## config.mk

```make
export PLATFORM = sky130hd
export DESIGN_NAME = argon_regfile_sequencer
export DESIGN_NICKNAME = d
export VERILOG_FILES = /design/src/rtl/argon_regfile_sequencer.sv
export SDC_FILE = /design/constraint.sdc
export NUM_CORES = 1
export LEC_CHECK = 0
export CAP_MARGIN = 10
export CORE_ASPECT_RATIO = 0.7
export CORE_MARGIN = 2
export CORE_UTILIZATION = 46
export CTS_CLUSTER_SIZE = 10
export DETAILED_ROUTE_END_ITERATION = 12
export GPL_TIMING_DRIVEN = 0
export PLACE_DENSITY = 0.95
export SETUP_SLACK_MARGIN = 0.3
export SLEW_MARGIN = 20
export SYNTH_ARGS = -nofsm -noshare
export SYNTH_HDL_FRONTEND = slang
export SYNTH_SLANG_ARGS = --single-unit
```

## constraint.sdc

```tcl
create_clock -name i_Clk -period 2.8 [get_ports i_Clk]
set_input_delay 0.28 -clock i_Clk [delete_from_list [all_inputs] [get_ports i_Clk]]
set_output_delay 0.28 -clock i_Clk [all_outputs]
set_load 0.005 [all_outputs]
```

## src/rtl/argon_regfile_sequencer.sv

```systemverilog
// Register-file access sequencer: turns one operand-read or writeback request into the
// ordered LATCHSEL/READA/READB/LATCHC command stream. Optional macro: ARGON_RFSEQ_SELCACHE_EN.
package regfile_pkg;
    localparam logic [3:0] COM_NOP      = 4'd0;
    localparam logic [3:0] COM_LATCHSEL = 4'd1;
    localparam logic [3:0] COM_READA    = 4'd2;
    localparam logic [3:0] COM_READB    = 4'd3;
    localparam logic [3:0] COM_LATCHC   = 4'd4;
endpackage

module argon_regfile_sequencer
    import regfile_pkg::*;
#(
    parameter int                   WORD_WIDTH  = 16,
    parameter int                   INDEX_WIDTH = 3,
    parameter int                   CMD_WIDTH   = 4,
    parameter logic [CMD_WIDTH-1:0] CMD_IDLE    = '0
) (
    input  logic                   i_Clk,
    input  logic                   i_Reset_n,
    input  logic                   i_req_valid,
    output logic                   o_req_ready,
    input  logic                   i_req_write,
    input  logic [INDEX_WIDTH-1:0] i_req_idx_a,
    input  logic [INDEX_WIDTH-1:0] i_req_idx_b,
    input  logic [INDEX_WIDTH-1:0] i_req_idx_c,
    input  logic [WORD_WIDTH-1:0]  i_req_wdata,
    output logic                   o_rsp_valid,
    input  logic                   i_rsp_ready,
    output logic [WORD_WIDTH-1:0]  o_rsp_a,
    output logic [WORD_WIDTH-1:0]  o_rsp_b,
    output logic                   o_rsp_err,
    output logic                   o_rf_valid,
    output logic [CMD_WIDTH-1:0]   o_rf_command,
    output logic [WORD_WIDTH-1:0]  o_rf_data,
    input  logic                   i_rf_valid,
    input  logic [WORD_WIDTH-1:0]  i_rf_data,
    output logic                   o_busy
);

    typedef enum logic [2:0] {
        S_IDLE,
        S_SEL,
        S_RDA,
        S_RDB,
        S_RSP,
        S_WRC
    } state_e;

    state_e                 state_q, state_d;
    logic                   write_q;
    logic [INDEX_WIDTH-1:0] idxA_q, idxB_q, idxC_q;
    logic [WORD_WIDTH-1:0]  wdata_q;
    logic [WORD_WIDTH-1:0]  rspA_q, rspB_q;
    logic                   err_q;
    logic                   skipSel;
    logic                   accept;

    assign accept = i_req_valid && o_req_ready;

`ifdef ARGON_RFSEQ_SELCACHE_EN
    // Mirrors the register file's latched selection so a repeated selection can skip SEL.
    logic [INDEX_WIDTH-1:0] cacheA_q, cacheB_q, cacheC_q;

    always_ff @(posedge i_Clk or negedge i_Reset_n) begin
        if (!i_Reset_n) begin
            cacheA_q <= '0;
            cacheB_q <= '0;
            cacheC_q <= '0;
        end else if (state_q == S_SEL) begin
            cacheA_q <= idxA_q;
            cacheB_q <= idxB_q;
            cacheC_q <= idxC_q;
        end
    end

    assign skipSel = i_req_write ? (i_req_idx_c == cacheC_q)
                                 : ((i_req_idx_a == cacheA_q) && (i_req_idx_b == cacheB_q));
`else
    assign skipSel = 1'b0;
`endif

    always_ff @(posedge i_Clk or negedge i_Reset_n) begin
        if (!i_Reset_n) begin
            state_q <= S_IDLE;
            write_q <= 1'b0;
            idxA_q  <= '0;
            idxB_q  <= '0;
            idxC_q  <= '0;
            wdata_q <= '0;
            rspA_q  <= '0;
            rspB_q  <= '0;
            err_q   <= 1'b0;
        end else begin
            state_q <= state_d;
            if (accept) begin
                write_q <= i_req_write;
                idxA_q  <= i_req_idx_a;
                idxB_q  <= i_req_idx_b;
                idxC_q  <= i_req_idx_c;
                wdata_q <= i_req_wdata;
                err_q   <= 1'b0;
            end
            if (state_q == S_RDA) begin
                rspA_q <= i_rf_data;
                if (!i_rf_valid) err_q <= 1'b1;
            end
            if (state_q == S_RDB) begin
                rspB_q <= i_rf_data;
                if (!i_rf_valid) err_q <= 1'b1;
            end
            if ((state_q == S_RSP) && i_rsp_ready) err_q <= 1'b0;
        end
    end

    always_comb begin
        state_d      = state_q;
        o_req_ready  = 1'b0;
        o_rsp_valid  = 1'b0;
        o_rf_valid   = 1'b0;
        o_rf_command = CMD_IDLE;
        o_rf_data    = '0;
        case (state_q)
            S_IDLE: begin
                o_req_ready = 1'b1;
                if (i_req_valid) begin
                    if (skipSel) state_d = i_req_write ? S_WRC : S_RDA;
                    else         state_d = S_SEL;
                end
            end
            S_SEL: begin
                o_rf_command = CMD_WIDTH'(COM_LATCHSEL);
                o_rf_valid   = 1'b1;
                o_rf_data    = WORD_WIDTH'({idxC_q, idxB_q, idxA_q});
                state_d      = write_q ? S_WRC : S_RDA;
            end
            S_RDA: begin
                o_rf_command = CMD_WIDTH'(COM_READA);
                state_d      = S_RDB;
            end
            S_RDB: begin
                o_rf_command = CMD_WIDTH'(COM_READB);
                state_d      = S_RSP;
            end
            S_RSP: begin
                o_rsp_valid = 1'b1;
                if (i_rsp_ready) state_d = S_IDLE;
            end
            S_WRC: begin
                o_rf_command = CMD_WIDTH'(COM_LATCHC);
                o_rf_valid   = 1'b1;
                o_rf_data    = wdata_q;
                state_d      = S_IDLE;
            end
            default: state_d = S_IDLE;
        endcase
    end

    assign o_rsp_a   = rspA_q;
    assign o_rsp_b   = rspB_q;
    assign o_rsp_err = err_q;
    assign o_busy    = (state_q != S_IDLE);

endmodule

```

Word-level counts from Yosys, hierarchy flattened
Cells that the tools add are included.
{"block": "totals", "register_bits": 62, "inputBits": 47, "out_inout_bits": 57, "word_cells": 37}
{"block": "classes", "n_eq_ne": 7, "muxes": 15, "reduce_logical": 6}
{"cell": "one-hot mux 16 bit (2 select lines)", "count": 1}
{"cell": "one-hot mux 3 bit (5 select lines)", "count": 1}
{"cell": "one-hot mux 3 bit (4 select lines)", "count": 1}
{"cell": "2-to-1 mux 1 bit", "count": 9}
{"cell": "2-to-1 mux 3 bit", "count": 3}
{"cell": "== test 3 x 2 -> 1 bit, second input constant", "count": 2}
{"cell": "== test 3 bit, second input constant", "count": 2}
{"cell": "!= test 2 bit, second input constant", "count": 2}
{"cell": "== test 3 x 1 -> 1 bit, second input constant", "count": 1}
{"cell": "logical NOT 3 bit", "count": 1}
{"cell": "nonzero test 3 bit", "count": 1}
{"cell": "logical AND 1 bit", "count": 2}
{"cell": "AND reduction 2 bit", "count": 1}
{"cell": "OR reduction 2 bit", "count": 1}

Logic depth before layout (Yosys ltp)
{"block": "logic_depth", "ltp_word": 9, "mapped_depth": 6, "mapped_depth_nobuf": 4}

Worst setup path after synthesis
Ideal clock, no wire load.
{"block": "synth_timing", "path_type": "register to register", "from": "register state_q[1]", "to": "register idxC_q[0]", "setup_ps": 127, "t_arrival_ps": 1536, "required_ps": 2673, "path_slack_ps": 1136, "stages_incl_launch_ff": 5, "path_buffers": 2, "synth_period_minus_slack_ps": 1664, "path_cell_list": "dfrtp_1 > buf_2 > nor4b_4 > buf_6 > mux2_1"}
{"block": "synth_between", "elab_chain_len": 3}
{"element": "start: declaration", "line": "50", "source": "state_e state_q, state_d;"}
{"element": "start signal: assignment", "line": "95", "source": "state_q <= state_d;"}
{"element": "logical NOT 3 bit", "line": "123", "source": "case (state_q)"}
{"element": "2-to-1 mux 1 bit", "line": "123"}
{"element": "logical AND 1 bit", "line": "59", "source": "assign accept = i_req_valid && o_req_ready;"}
{"element": "end signal: assignment", "line": "100", "source": "idxC_q <= i_req_idx_c;"}
{"element": "end: declaration", "line": "52", "source": "logic [INDEX_WIDTH-1:0] idxA_q, idxB_q, idxC_q;"}
Every way passes these cells.
A chain may end at the register's enable or synchronous reset.

Worst setup path in the final report
{"block": "layout_timing", "from": "register state_q[1]", "to": "output o_rf_data[0]"}
{"block": "layout_between", "elab_chain_len": 2, "word_cells_on_any_way": 3, "classes_between": "eq/ne: 2; mux: 1"}
{"element": "== test 3 bit or == test 3 x 1 -> 1 bit (tied branches)", "line": "123"}
{"element": "one-hot mux 16 bit (2 select lines) *", "line": "123"}
{"element": "end: declaration", "line": "35", "source": "output logic [WORD_WIDTH-1:0] o_rf_data,"}
Mark *: on every way between the ends. The rest lies on a longest branch, timed or not.

==> results.py <==
metrics = {
    "grt": {
        "grt_pass1_vias": 1986,
        "grt_max_degree": 41,
        "track_usage_pct": 21.1,
        "grt-ovfl-total": 0,
        "grt_pass1_wl_microns": 9800,
        "antenna_found_initial": 0,
    },
    "logic_synthesis": {
        "synth_compound_area_share_pct": 1.45,
        "yosys.area_share.simple_pct": 6.60,
        "synthAdderAreaFrac_pct": 0,
        "syn-instance-count": 182,
        "ys_top_cells_by_area": "dfrtp_1 (60%), mux2_2 (17%), mux2_1 (8.2%)",
        "yosys.area.top_type": "dfrtp_1",
        "synth_top_family_by_area": "multiplexers",
        "syn_area_sq_um": 2600,
        "ys_seq_elements": 62,
        "synth_commonest_cells": "dfrtp_1 (62), mux2_2 (39), mux2_1 (19)",
        "synth_edf_count": 0,
        "synth_nets": 229,
        "synthArstFlopShare_pct": 100,
        "synthDominantCellAreaShare_pct": 59.8,
        "syn_area_per_cell_sq_um": 14.3,
        "synthXorXnorAreaFrac_pct": 0,
        "ys_warn_count": 0,
        "yosysMostFrequentCell": "dfrtp_1",
        "synth_cell_type_count": 25,
        "synth.area.mux_share_pct": 28.6,
        "ys_seq_area_share_pct": 59.8,
        "synth_ff_type": "dfrtp_1",
    },
    "finish": {
        "syn2layout_area_growth_pct": 50.6,
        "fillers": 392,
        "finalNetCount": 344,
        "diodes": 0,
        "final_layout_size_suffix_gt1_share_pct": 22.8,
        "final_area_sq_um": 3910,
    },
    "drt": {
        "vias": 1825,
        "drc_errors": 0,
        "drt_pass1_iterations": 4,
        "vias_per_cell": 4.88,
        "post_drt_wl_per_cell_microns": 16.1,
        "ant_nets": 0,
        "drt-initial-drc-count": 76,
        "drt-total-wl_microns": 6010,
    },
    "cts": {
        "cts_tree": "yes",
        "clkSinkCount": 62,
        "htreeDepth": 3,
        "cts_root_buf": "clkbuf_8",
        "clkLatencyLatePin_ns": 0.33,
        "clk_pin_slew_ns": 0.07,
        "cts_setup_buffers": 0,
        "numCtsBuffers": 9,
        "clk_path_buf_depth": 2,
    },
    "pwr": {
        "switching_share_pct": 29.9,
        "power.switching_w": 0.00123,
        "seqPwrFrac_pct": 38.5,
        "p_leak_nw": 1.66,
        "combPwrFrac_pct": 45.1,
        "ir_drop_v": 0.000579,
        "intPower_w": 0.00288,
        "clkPwrFrac_pct": 16.4,
        "pwr_density_cell_nw_per_um2": 1050,
    },
    "run_status": {
        "outcome": "finished clean",
    },
    "place": {
        "gp_congestion": 0.727,
        "portBuffers": 102,
        "dp_hpwl_microns": 4500,
        "place_area_sq_um": 3720,
    },
    "sta": {
        "slew_headroom_pct": 49.8,
        "hold_violations": 0,
        "final-max-slew-violation-count": 0,
        "max_clock_freq_mhz": 438,
        "worst_hold_slack_ns": 0.388,
        "period_minus_slack_ns": 2.28,
        "setup_viol": 0,
        "tightest_slew_ns": 0.750,
        "worst_clock_skew_ns": 0.00415,
        "rsz0062_at_grt": "false",
        "post-route-period-util_pct": 81.5,
    },
    "run": {
        "cap_viol_max_count": 0,
    },
    "die": {
        "io_pins": 104,
        "initial_utilization_pct": 48.6,
        "die_y_microns": 66.9,
        "die_w_microns": 93.8,
        "rows": 22,
        "die-area_sq_um": 6270,
        "core_sq_um": 5340,
    },
    "worst_setup_path": {
        "required_ns": 2.52,
        "path_class": "flop to output port",
        "crit_fanout": 10,
        "endpoint_kind": "output port",
        "crit_arrival_ns": 2.00,
        "cp-start-kind": "flop",
    },
    "worst_hold_path": {
        "min_path_type": "input port to asynchronous set/reset pin",
    },
}
[worst paths after layout]
check,startpoint,endpoint,cells past startpoint,slack [ns]
worst min-delay path,i_Reset_n,o_rsp_b[1],2,0.39
worst min register to register,wdata_q[13],wdata_q[13],1,0.49
max in group asynchronous,i_Reset_n,o_rsp_a[5],3,1.91
worst max-delay path,state_q[1],o_rf_data[0],5,0.52
worst max register to register,state_q[0],wdata_q[14],4,0.84
min in group i_Clk,wdata_q[13],wdata_q[13],1,0.49
[cell usage in the layout, fill, tap and decap left out]
| cell type | instances |
|---|---|
| and3_1 | 7 |
| nor2b_1 | 2 |
| a21oi_1 | 1 |
| a2bb2oi_1 | 1 |
| mux2_1 | 19 |
| dfrtp_1 | 62 |
| nor3_1 | 1 |
| mux2i_1 | 9 |
| nand2_1 | 1 |
| nor2_2 | 1 |
| inv_1 | 4 |
| clkinv_2 | 3 |
| buf_2 | 5 |
| conb_1 | 1 |
| nor2_1 | 12 |
| clkinv_1 | 1 |
| buf_12 | 1 |
| nand2b_1 | 3 |
| clkbuf_1 | 2 |
| and2_1 | 1 |
| clkdlybuf4s50_1 | 101 |
| nor4b_4 | 1 |
| mux2_2 | 39 |
| o22a_1 | 1 |
| buf_6 | 2 |
| dlygate4sd3_1 | 1 |
| nand2_2 | 1 |
| buf_4 | 3 |
| clkbuf_8 | 10 |
| clkinvlp_4 | 3 |
| o21ai_0 | 3 |
[worst max-delay path, cell delays in order (launching register included)]
cell and delay (ns):
dfrtp_1 0.31, buf_2 0.19, nand2b_1 0.16, clkbuf_1 0.42, nor2_1 0.11, clkdlybuf4s50_1 0.47
[metrics by stage]
stage               instances  util (%)  power, W  setup slack [ns]  TNS [ns]
floorplan                 182         -   0.00243              1.14         0
global placement          356      69.4   0.00336            -0.467    -28.74
detailed placement        357      69.8   0.00347             0.641         0
CTS                       374      73.2   0.00417             0.522         0
global route              374      73.2   0.00440             0.402         0
finish                    374      73.2   0.00412             0.517         0
[layer usage]
metal  vias up  share of wire [%]  global-route usage [%]
met5         -                  0                       0
met1       900                 43                    25.1
met2        64                 49                    35.6
met3         7                6.9                    7.13
li1        854                  -                       -
met4         0                1.1                    8.51
[registers in the layout, summed over array words and instances (netlist names)]
signal,cells
o_rsp_a,16
o_rsp_b,16
wdata_q,16
idxA_q,3
idxB_q,3
idxC_q,3
state_q,3
o_rsp_err,1
write_q,1
[cell type report]
cell class / instances / area, sq um / area share, %
plain buffers: 11 / 70.1 / 1.79
clock buffers: 10 / 138 / 3.52
multi-input cells: 104 / 956 / 24.4
flip-flops and latches: 62 / 1550 / 39.7
clock inverters: 6 / 37.5 / 0.960
inverters: 5 / 18.8 / 0.480
repair buffers: 104 / 1050 / 26.8
well taps: 72 / 90.1 / 2.30
[cell families (layout without fill, tap and decap cells)]
logic type,Yosys count,after routing
buffers and inverters,16,136
flip-flops,62,62
AND/OR/NAND/NOR,30,30
multiplexers,67,67
AO/OA/AOI/OAI,6,6
other,1,1
[power by group through the flow]
stage	Clock [W]	Combinational (W)	Sequential (W)
after floorplan	0	0.000867	0.00156
after global placement	0	0.00180	0.00156
after detailed placement	0	0.00187	0.00160
after CTS	0.000700	0.00188	0.00159
after global routing	0.000745	0.00201	0.00164
final	0.000674	0.00186	0.00158
[what timing repair did]
item | 4_1_cts | 5_1_grt
hold buffers | 1 | 0
gates resized for setup | 0 | 0
hold endpoints to repair | 22 | 0
(Power assumes the default switching activity.)
